==> src/rtl/uart_multi_router.sv <==
// N-port command router: demuxes length-prefixed packets from the UART command stream to
// target ports, and merges single-word port responses back upstream behind a routing header.
module uart_multi_router #(
  parameter int NUM_PORTS = 4,
  parameter int PORT_W    = $clog2(NUM_PORTS)
) (
  input  logic                      clk,
  input  logic                      reset,
  input  logic [31:0]               command_word_i,
  input  logic                      command_valid_i,
  output logic                      command_ready_o,
  output logic [31:0]               command_word_o,
  output logic                      command_valid_o,
  input  logic                      command_ready_i,
  output logic [32*NUM_PORTS-1:0]   port_word_o,
  output logic [NUM_PORTS-1:0]      port_valid_o,
  input  logic [NUM_PORTS-1:0]      port_ready_i,
  input  logic [32*NUM_PORTS-1:0]   port_word_i,
  input  logic [NUM_PORTS-1:0]      port_valid_i,
  output logic [NUM_PORTS-1:0]      port_ready_o,
  output logic [15:0]               drop_cnt_o
);

  typedef enum logic [1:0] {DS_IDLE, DS_FWD, DS_DISC} ds_state_e;
  typedef enum logic {US_IDLE, US_PAYLOAD} us_state_e;

  ds_state_e         ds_q;
  us_state_e         us_q;
  logic [15:0]       word_cnt_q, out_port_q, drop_cnt_q;
  logic [PORT_W-1:0] grant_q, rr_ptr_q;

  logic [PORT_W-1:0] out_idx, sel, idx;
  logic              fwd_ok, any_vld, ds_hs, us_hs;
  logic [31:0]       gword;

  assign port_word_o = {NUM_PORTS{command_word_i}};
  assign drop_cnt_o  = drop_cnt_q;
  assign out_idx     = out_port_q[PORT_W-1:0];
  assign fwd_ok      = 32'(out_port_q) < NUM_PORTS;
  assign ds_hs       = command_valid_i & command_ready_o;
  assign us_hs       = command_valid_o & command_ready_i;

  // Downstream datapath: combinational pass-through to the latched target
  always_comb begin
    port_valid_o    = '0;
    command_ready_o = 1'b0;
    if (!reset) begin
      case (ds_q)
        DS_IDLE: command_ready_o = command_valid_i;
        DS_FWD: if (fwd_ok) begin
          port_valid_o[out_idx] = command_valid_i;
          command_ready_o       = port_ready_i[out_idx];
        end
        DS_DISC: command_ready_o = 1'b1;
        default: command_ready_o = 1'b0;
      endcase
    end
  end

  always_ff @(posedge clk) begin
    if (reset) begin
      ds_q       <= DS_IDLE;
      word_cnt_q <= '0;
      out_port_q <= '0;
      drop_cnt_q <= '0;
    end else begin
      case (ds_q)
        DS_IDLE: if (command_valid_i) begin
          word_cnt_q <= command_word_i[31:16];
          out_port_q <= command_word_i[15:0];
          if (command_word_i[31:16] == 16'd0)              ds_q <= DS_IDLE;
          else if (32'(command_word_i[15:0]) >= NUM_PORTS) ds_q <= DS_DISC;
          else                                             ds_q <= DS_FWD;
        end
        DS_FWD: if (ds_hs) begin
          word_cnt_q <= word_cnt_q - 16'd1;
          if (word_cnt_q == 16'd1) ds_q <= DS_IDLE;
        end
        DS_DISC: if (command_valid_i) begin
          word_cnt_q <= word_cnt_q - 16'd1;
          if (drop_cnt_q != 16'hFFFF) drop_cnt_q <= drop_cnt_q + 16'd1;
          if (word_cnt_q == 16'd1) ds_q <= DS_IDLE;
        end
        default: ds_q <= DS_IDLE;
      endcase
    end
  end

  // Round-robin pick: walk offsets high to low so the lowest offset from rr_ptr wins
  always_comb begin
    sel     = '0;
    idx     = '0;
    any_vld = 1'b0;
    for (int i = NUM_PORTS-1; i >= 0; i--) begin
      idx = (int'(rr_ptr_q) + i >= NUM_PORTS) ? PORT_W'(int'(rr_ptr_q) + i - NUM_PORTS)
                                              : PORT_W'(int'(rr_ptr_q) + i);
      if (port_valid_i[idx]) begin
        sel     = idx;
        any_vld = 1'b1;
      end
    end
  end

  always_comb begin
    gword = '0;
    for (int p = 0; p < NUM_PORTS; p++)
      if (grant_q == PORT_W'(p)) gword = port_word_i[32*p +: 32];
  end

  always_comb begin
    command_valid_o = 1'b0;
    command_word_o  = '0;
    port_ready_o    = '0;
    if (!reset) begin
      case (us_q)
        US_IDLE: if (any_vld) begin
          command_valid_o = 1'b1;
          command_word_o  = {16'd1, 16'(sel)};
        end
        US_PAYLOAD: begin
          command_valid_o       = port_valid_i[grant_q];
          command_word_o        = port_valid_i[grant_q] ? gword : 32'h0;
          port_ready_o[grant_q] = command_ready_i;
        end
        default: command_valid_o = 1'b0;
      endcase
    end
  end

  always_ff @(posedge clk) begin
    if (reset) begin
      us_q     <= US_IDLE;
      grant_q  <= '0;
      rr_ptr_q <= '0;
    end else begin
      case (us_q)
        US_IDLE: if (us_hs) begin
          grant_q <= sel;
          us_q    <= US_PAYLOAD;
        end
        US_PAYLOAD: if (us_hs) begin
          rr_ptr_q <= (grant_q == PORT_W'(NUM_PORTS-1)) ? '0 : grant_q + PORT_W'(1);
          us_q     <= US_IDLE;
        end
        default: us_q <= US_IDLE;
      endcase
    end
  end

endmodule

==> config.mk <==
export PLATFORM = sky130hd
export DESIGN_NAME = uart_multi_router
export DESIGN_NICKNAME = d
export VERILOG_FILES = /design/src/rtl/uart_multi_router.sv
export SDC_FILE = /design/constraint.sdc
export NUM_CORES = 1
export LEC_CHECK = 0
export ABC_CLOCK_PERIOD_IN_PS = 2840
export CAP_MARGIN = 20
export CORE_AREA = 5 5 136 138
export DETAILED_ROUTE_END_ITERATION = 16
export DIE_AREA = 0 0 141 143
export GPL_TIMING_DRIVEN = 0
export PLACE_DENSITY_LB_ADDON = 0.08
export SLEW_MARGIN = 20
export SYNTH_ARGS = -nofsm -noshare
export SYNTH_HDL_FRONTEND = slang
export SYNTH_SLANG_ARGS = --single-unit
export TNS_END_PERCENT = 100
==> constraint.sdc <==
create_clock -name clk -period 2.84 [get_ports clk]
set_clock_uncertainty 0.1 [all_clocks]
set_input_delay 0.71 -clock clk [delete_from_list [all_inputs] [get_ports clk]]
set_output_delay 0.71 -clock clk [all_outputs]
set_load 0.02 [all_outputs]
==> reports/metrics.csv, run 1 <==
stage;metric;value;unit
cts;postCtsHoldBufs;0;
layout;layout_common_cells;clkdlybuf4s50_1, buf_4, dlygate4sd2_1, nor2_1, a21oi_1;
critical_path;cp-end-kind;output pin;
drt;vias_per_cell;4.938;
layout;layout.nets;1295;
grt;overflow;0;
critical_path;ff2ff_setup_slack;0.40;ns
job;maxCapViolations;0;
die;row_count;48;
drt;dr.pass1.iters;6;
sta;setup_tns;-0.01622;ns
sta;rsz0062_at_grt;true;
yosys;synth_edf_count;0;
layout;num_antenna_cells;0;
drt;wirelength;24030;um
sta;setup_ws;-0.01622;ns
yosys;yosys-top-cells-area;dfxtp_1, buf_4, a21oi_1, nor2_1, a221oi_1;
die;dieArea;20160;sq um
critical_path;critPathKind;register to output pin;
drt;vias;6592;
critical_path;rr_endpoint;word_cnt_q[9];
sta;min_period;2.856;ns
cts;clock_latency;0.29;ns
placed_design;dp_hpwl;19040;um
die;pin_count;358;
yosys;async_flop_share;0;
cts;clk_pin_slew_worst_paths;0.08;ns
grt;grt_start_max_net_pins;19;
placed_design;port_buffers;356;
sta;slew_headroom;0.6277;
yosys;ys_types;62;
die;die_w;141;um
critical_path;worstPathArrival;2.05;ns
yosys;synth_largest_area_cell;dfxtp_1;
placed_design;dp.cells;1305;
cts;htreeDepth;2;
placed_design;gp_congestion;0.9189;
yosys;yosys_register_bits;55;
grt;grt.total_usage;0.2185;
sta;setup_viol;1;
critical_path;timing.rr.start;ds_q[1];
cts;cts_tree;built;
sta;worst_pin_slew;0.5584;ns
critical_path;crit_required;2.03;ns
outcome;outcome;finished with violations;
yosys;syn_area_per_cell;7.258;sq um
layout;drive_gt1_frac;0.2649;
critical_path;crit_fanout;5;
sta;hold_viol_final;0;
sta;whs;0.3587;ns
drt;drc;0;
yosys;synth.top_cell.area_share;0.2095;
cts;clockRootBuffer;clkbuf_16;
drt;ant_nets;0;
min_path;hold_end;out_port_q[7];
cts;clock-sinks;55;
layout;layout.cells.non_filler;1335;
die;coreArea;17060;sq um
sta;fin_crit_sh;1.006;
grt;grt_pass1_vias;6304;
yosys;synth_area;5255;sq um
grt;antenna_found_initial;1;
cts;cts_max_path_buffers;2;
power;leakage;4.323;nW
yosys;seq_area_frac_synth;0.2095;
min_path;hold_path_class;register to register;
die;die_y;143;um
outcome;violations;setup timing;
min_path;hold_depth;2;
min_path;min_from;out_port_q[7];
sta;slew_violations;0;
drt;wl_per_cell;18.00;um
power;peakVddDrop;0.0003237;V
yosys;ys_warn_count;0;
cts;cts_buffers;5;
die;initial_utilization;0.3081;
critical_path;start_kind;register;
yosys;synth_fp_nets;910;
drt;drt-initial-drc-count;297;
grt;grt_pass1_wl;35710;um
layout;final_common_cell;clkdlybuf4s50_1;
critical_path;reg2reg_depth;8;
sta;fmax;0.3501;GHz
yosys;synth_ff_type;dfxtp_1;
yosys;synth_cells;724;
layout;filler_cell_count;1680;
power;p_per_area;346.8;nW/um^2
layout;area_delta_synth_final;87.48;%
==> flip-flops by register name, summed over array words and instances (netlist names) <==
name,cells
out_port_q,16
us_q,1
rr_ptr_q,2
grant_q,2
ds_q,2
drop_cnt_o,16
word_cnt_q,16
==> cells in the mapped netlist (4+ instances only) <==
master / instances
nand2b_1: 4
xor2_1: 8
nand2_1: 59
nor3_1: 42
nand4_1: 10
buf_1: 4
clkbuf_1: 33
o21ai_0: 12
ha_1: 14
mux2i_1: 11
a21oi_1: 68
nand3_1: 12
nor2_1: 72
dfxtp_1: 55
xnor2_1: 4
inv_1: 14
nor4_1: 13
and3_1: 12
o311ai_0: 6
a221oi_1: 30
buf_4: 129
o31ai_1: 11
nor2b_1: 33
o211ai_1: 4
==> routing by layer <==
metal  track usage  vias up  routed length, um
li1              -     3229                  -
met1        0.2739     3018               9713
met2        0.3846      305              11860
met3       0.04622       38               1954
met4       0.05252        2                488
met5             0        -                 13
==> timing repair <==
item	4_1_cts	5_1_grt
setup endpoints to repair	149	55
buffers inserted	13	8
pin swaps	10	20
gates cloned	3	0
hold endpoints to repair	0	0
resized for setup	339	107
==> worst max path at each step <==
stage                     from                  to  cells after the start
global placement    grant_q[1]   command_word_o[0]                     10
global route        grant_q[0]   command_word_o[4]                     10
floorplan           grant_q[1]  command_word_o[16]                      9
detailed placement  grant_q[1]   command_word_o[0]                     10
finish              grant_q[1]   command_word_o[0]                      9
CTS                 grant_q[1]   command_word_o[0]                      9
==> final cells by class <==
class	instances	area (sq um)	share of cell area
plain buffers	171	1328	0.1347
multi-input cells	481	3318	0.3368
clock buffers	6	138.9	0.01410
clock inverters	2	18.77	0.001905
well taps	225	281.5	0.02858
repair buffers	379	3582	0.3636
inverters	16	68.82	0.006985
flip-flops and latches	55	1116	0.1133
==> per-stage QoR <==
step	worst slack, ns	util	area [sq um]	total power [mW]
after floorplan	0.05381	-	5259	1.929
after global placement	-1.477	0.5337	9104	2.647
after detailed placement	-1.479	0.5337	9104	2.658
after CTS	-0.07620	0.5559	9482	3.341
after global routing	-0.1364	0.5776	9852	3.617
final	-0.01622	0.5776	9852	3.416
==> cell families after synthesis <==
logic type | share of synthesized area
buffers and inverters | 0.2336
AOI/OAI and AO/OA | 0.2102
muxes | 0.02952
xor gates and xnor gates | 0.02000
DFF | 0.2095
and+or+nand+nor | 0.2638
adders and majority gates | 0.03333
==> power breakdown <==
| group | leakage (nW) | switching, mW | internal, mW |
|---|---|---|---|
| logic | 3.80 | 0.916 | 0.874 |
| registers | 0.453 | 0.100 | 0.865 |
| clock network | 0.0750 | 0.302 | 0.358 |
==> critical path, stage by stage, from the launching register on <==
cell and delay (ns):
dfxtp_4 0.38, inv_4 0.05, ha_4 0.18, nor2b_4 0.19
buf_8 0.16, a221oi_2 0.07, o31ai_4 0.28, nand3_1 0.14
a21oi_2 0.16, buf_6 0.14
Note: power is estimated with default switching activity, not from simulation.
==> inputs of run 2 (changes only) <==
CTS_CLUSTER_DIAMETER = 200   (was default)
GPL_ROUTABILITY_DRIVEN = 0   (was default)
==> results of run 2 <==
Final layout, timing and power as in run 1 (identical DEF).
==> inputs of run 3 (changes only) <==
GPL_TIMING_DRIVEN = default   (was 0)
SKIP_CTS_REPAIR_TIMING = 1   (was default)
==> run 3 against run 2 <==
Effect of this change:
- hold slack got worse by 0.00088 ns
- combinational power about the same
- via count decreased by 6.6%
- final area decreased by 4.5%
- largest cell class unchanged
- sequential cell count unchanged
- sequential share of layout area increased by 0.42 points
- setup slack got worse by 0.062 ns
- critical path type unchanged
- maximum frequency decreased by 2.1%
- the run still ends with setup timing left
- count of clock-buffer cells in the layout decreased by 1
==> reports/metrics.csv, run 3 (synthesis gave the netlist of run 1 again) <==
stage;metric;value;unit;change
outcome;outcome;finished with violations;;
outcome;violations;setup timing;;
layout;area_delta_synth_final;79.12;%;
placed_design;port_buffers;357;;+0.28%
critical_path;timing.rr.start;ds_q[0];;
power;intPower;2.088;mW;-0.47%
drt;wirelength;23160;um;-3.6%
power;peakVddDrop;0.0002578;V;-20%
cts;clk_pin_slew_worst_paths;0.08;ns;about the same
grt;grt_pass1_vias;6101;;-3.2%
cts;cts_max_path_buffers;2;;unchanged
sta;fin_crit_sh;1.028;;+0.02188
die;die_w;141;um;unchanged
grt;overflow;0;;unchanged
cts;cts_tree;built;;
sta;hold_viol_final;0;;unchanged
cts;htreeDepth;2;;unchanged
die;dieArea;20160;sq um;unchanged
layout;drive_gt1_frac;0.2274;;-0.03746
drt;dr.pass1.iters;4;;-2
critical_path;crit_fanout;6;;+1
die;die_y;143;um;unchanged
sta;slew_violations;0;;unchanged
cts;clock_latency;0.31;ns;+0.02 ns
critical_path;cp-end-kind;output pin;;
sta;setup_tns;-0.1489;ns;-0.1326 ns
power;swShare;0.3877;;+0.001633
sta;setup_viol;6;;+5
layout;final_util;0.5519;;-0.02575
cts;cts_buffers;5;;unchanged
critical_path;crit_required;2.03;ns;about the same
drt;drt-initial-drc-count;367;;+24%
layout;layout_common_cells;clkdlybuf4s50_1, buf_4, nor2_1, a21oi_1, nand2_1;;
min_path;min_from;out_port_q[5];;
grt;grt.total_usage;0.2079;;-0.01063
sta;worst_pin_slew;0.5371;ns;-0.02137 ns
critical_path;start_kind;register;;
power;pwr-share-clk;0.197;;+0.004
sta;setup_ws;-0.07835;ns;-0.06213 ns
layout;final_common_cell;clkdlybuf4s50_1;;
power;p_per_area;362.2;nW/um^2;+4.5%
drt;ant_nets;0;;unchanged
critical_path;critPathKind;register to output pin;;
grt;antenna_found_initial;1;;unchanged
die;row_count;48;;unchanged
die;coreArea;17060;sq um;unchanged
sta;slew_headroom;0.6411;;+0.01338
power;leakage;3.816;nW;-12%
power;p_switching;1.322;mW;+0.22%
placed_design;dp_hpwl;18130;um;-4.8%
die;pin_count;358;;unchanged
drt;vias_per_cell;4.994;;+1.1%
sta;rsz0062_at_grt;true;;
sta;whs;0.3578;ns;-0.0008770 ns
layout;filler_cell_count;1642;;-2.3%
drt;wl_per_cell;18.78;um;+4.3%
cts;clock-sinks;55;;unchanged
power;p_comb_frac;0.521;;-0.003
power;seqPwrFrac;0.282;;about the same
critical_path;critPathLaunch;grant_q[0];;
drt;vias;6157;;-6.6%
sta;fmax;0.3427;GHz;-2.1%
cts;clockRootBuffer;clkbuf_16;;
job;maxCapViolations;0;;unchanged
layout;layout.nets;1192;;-8.0%
drt;drc;0;;unchanged
grt;grt_start_max_net_pins;27;;+8
die;initial_utilization;0.3081;;unchanged
grt;grt_pass1_wl;33980;um;-4.9%
sta;min_period;2.918;ns;+0.06213 ns
min_path;hold_path_class;register to register;;
critical_path;worstPathArrival;2.11;ns;+0.06 ns
run 3: power groups by stage:
stage / clock [mW] / combinational [mW] / sequential (mW)
finish: 0.672 / 1.78 / 0.962
global route: 0.732 / 1.94 / 0.976
CTS: 0.701 / 1.66 / 0.953
detailed placement: 0 / 1.65 / 0.969
global placement: 0 / 1.65 / 0.971
floorplan: 0 / 0.973 / 0.956
run 3: worst paths after layout:
path | endpoint | slack [ns] | cells past startpoint
hold reg to reg | out_port_q[5] | 0.36 | 2
setup reg to reg | word_cnt_q[4] | 0.43 | 9
setup / recovery | command_word_o[0] | -0.08 | 10
hold / removal | out_port_q[5] | 0.36 | 2
run 3: through the flow:
| step | area [sq um] | cells | setup WS [ns] | power [mW] |
|---|---|---|---|---|
| finish | 9413 | 1233 | -0.07835 | 3.409 |
| global route | 9413 | 1233 | -0.1801 | 3.652 |
| CTS | 8773 | 1222 | -0.6643 | 3.315 |
| detailed placement | 8615 | 1214 | -0.6381 | 2.622 |
| global placement | 8615 | 1214 | -0.6478 | 2.625 |
| floorplan | 5259 | 724 | 0.05381 | 1.929 |
run 3: final cells by class:
class	instances	area [sq um]	area share
timing repair buffer	447	4368	0.4640
multi-input combinational	481	3436	0.3650
sequential	55	1106	0.1175
tap	225	281.5	0.02991
clock buffer	5	125.1	0.01329
inverter	16	60.06	0.006380
clock inverter	3	33.78	0.003589
antenna	1	2.502	0.0002659
run 3: worst max-delay path, stage by stage, from the launching register on:
cell and delay [ns]:
dfxtp_2 0.37, inv_2 0.06, buf_6 0.11, ha_4 0.17
buf_12 0.14, nor2b_2 0.15, o31ai_2 0.22, buf_4 0.18
nand3_2 0.08, a21oi_2 0.15, buf_6 0.13
run 3: metal layers:
| metal | vias up | routed length, um | track usage |
|---|---|---|---|
| met3 | 37 | 1487 | 0.04387 |
| met4 | 0 | 677 | 0.06527 |
| met2 | 241 | 11540 | 0.3664 |
| met5 | - | 0 | 0 |
| met1 | 2843 | 9453 | 0.2541 |
| li1 | 3036 | - | - |
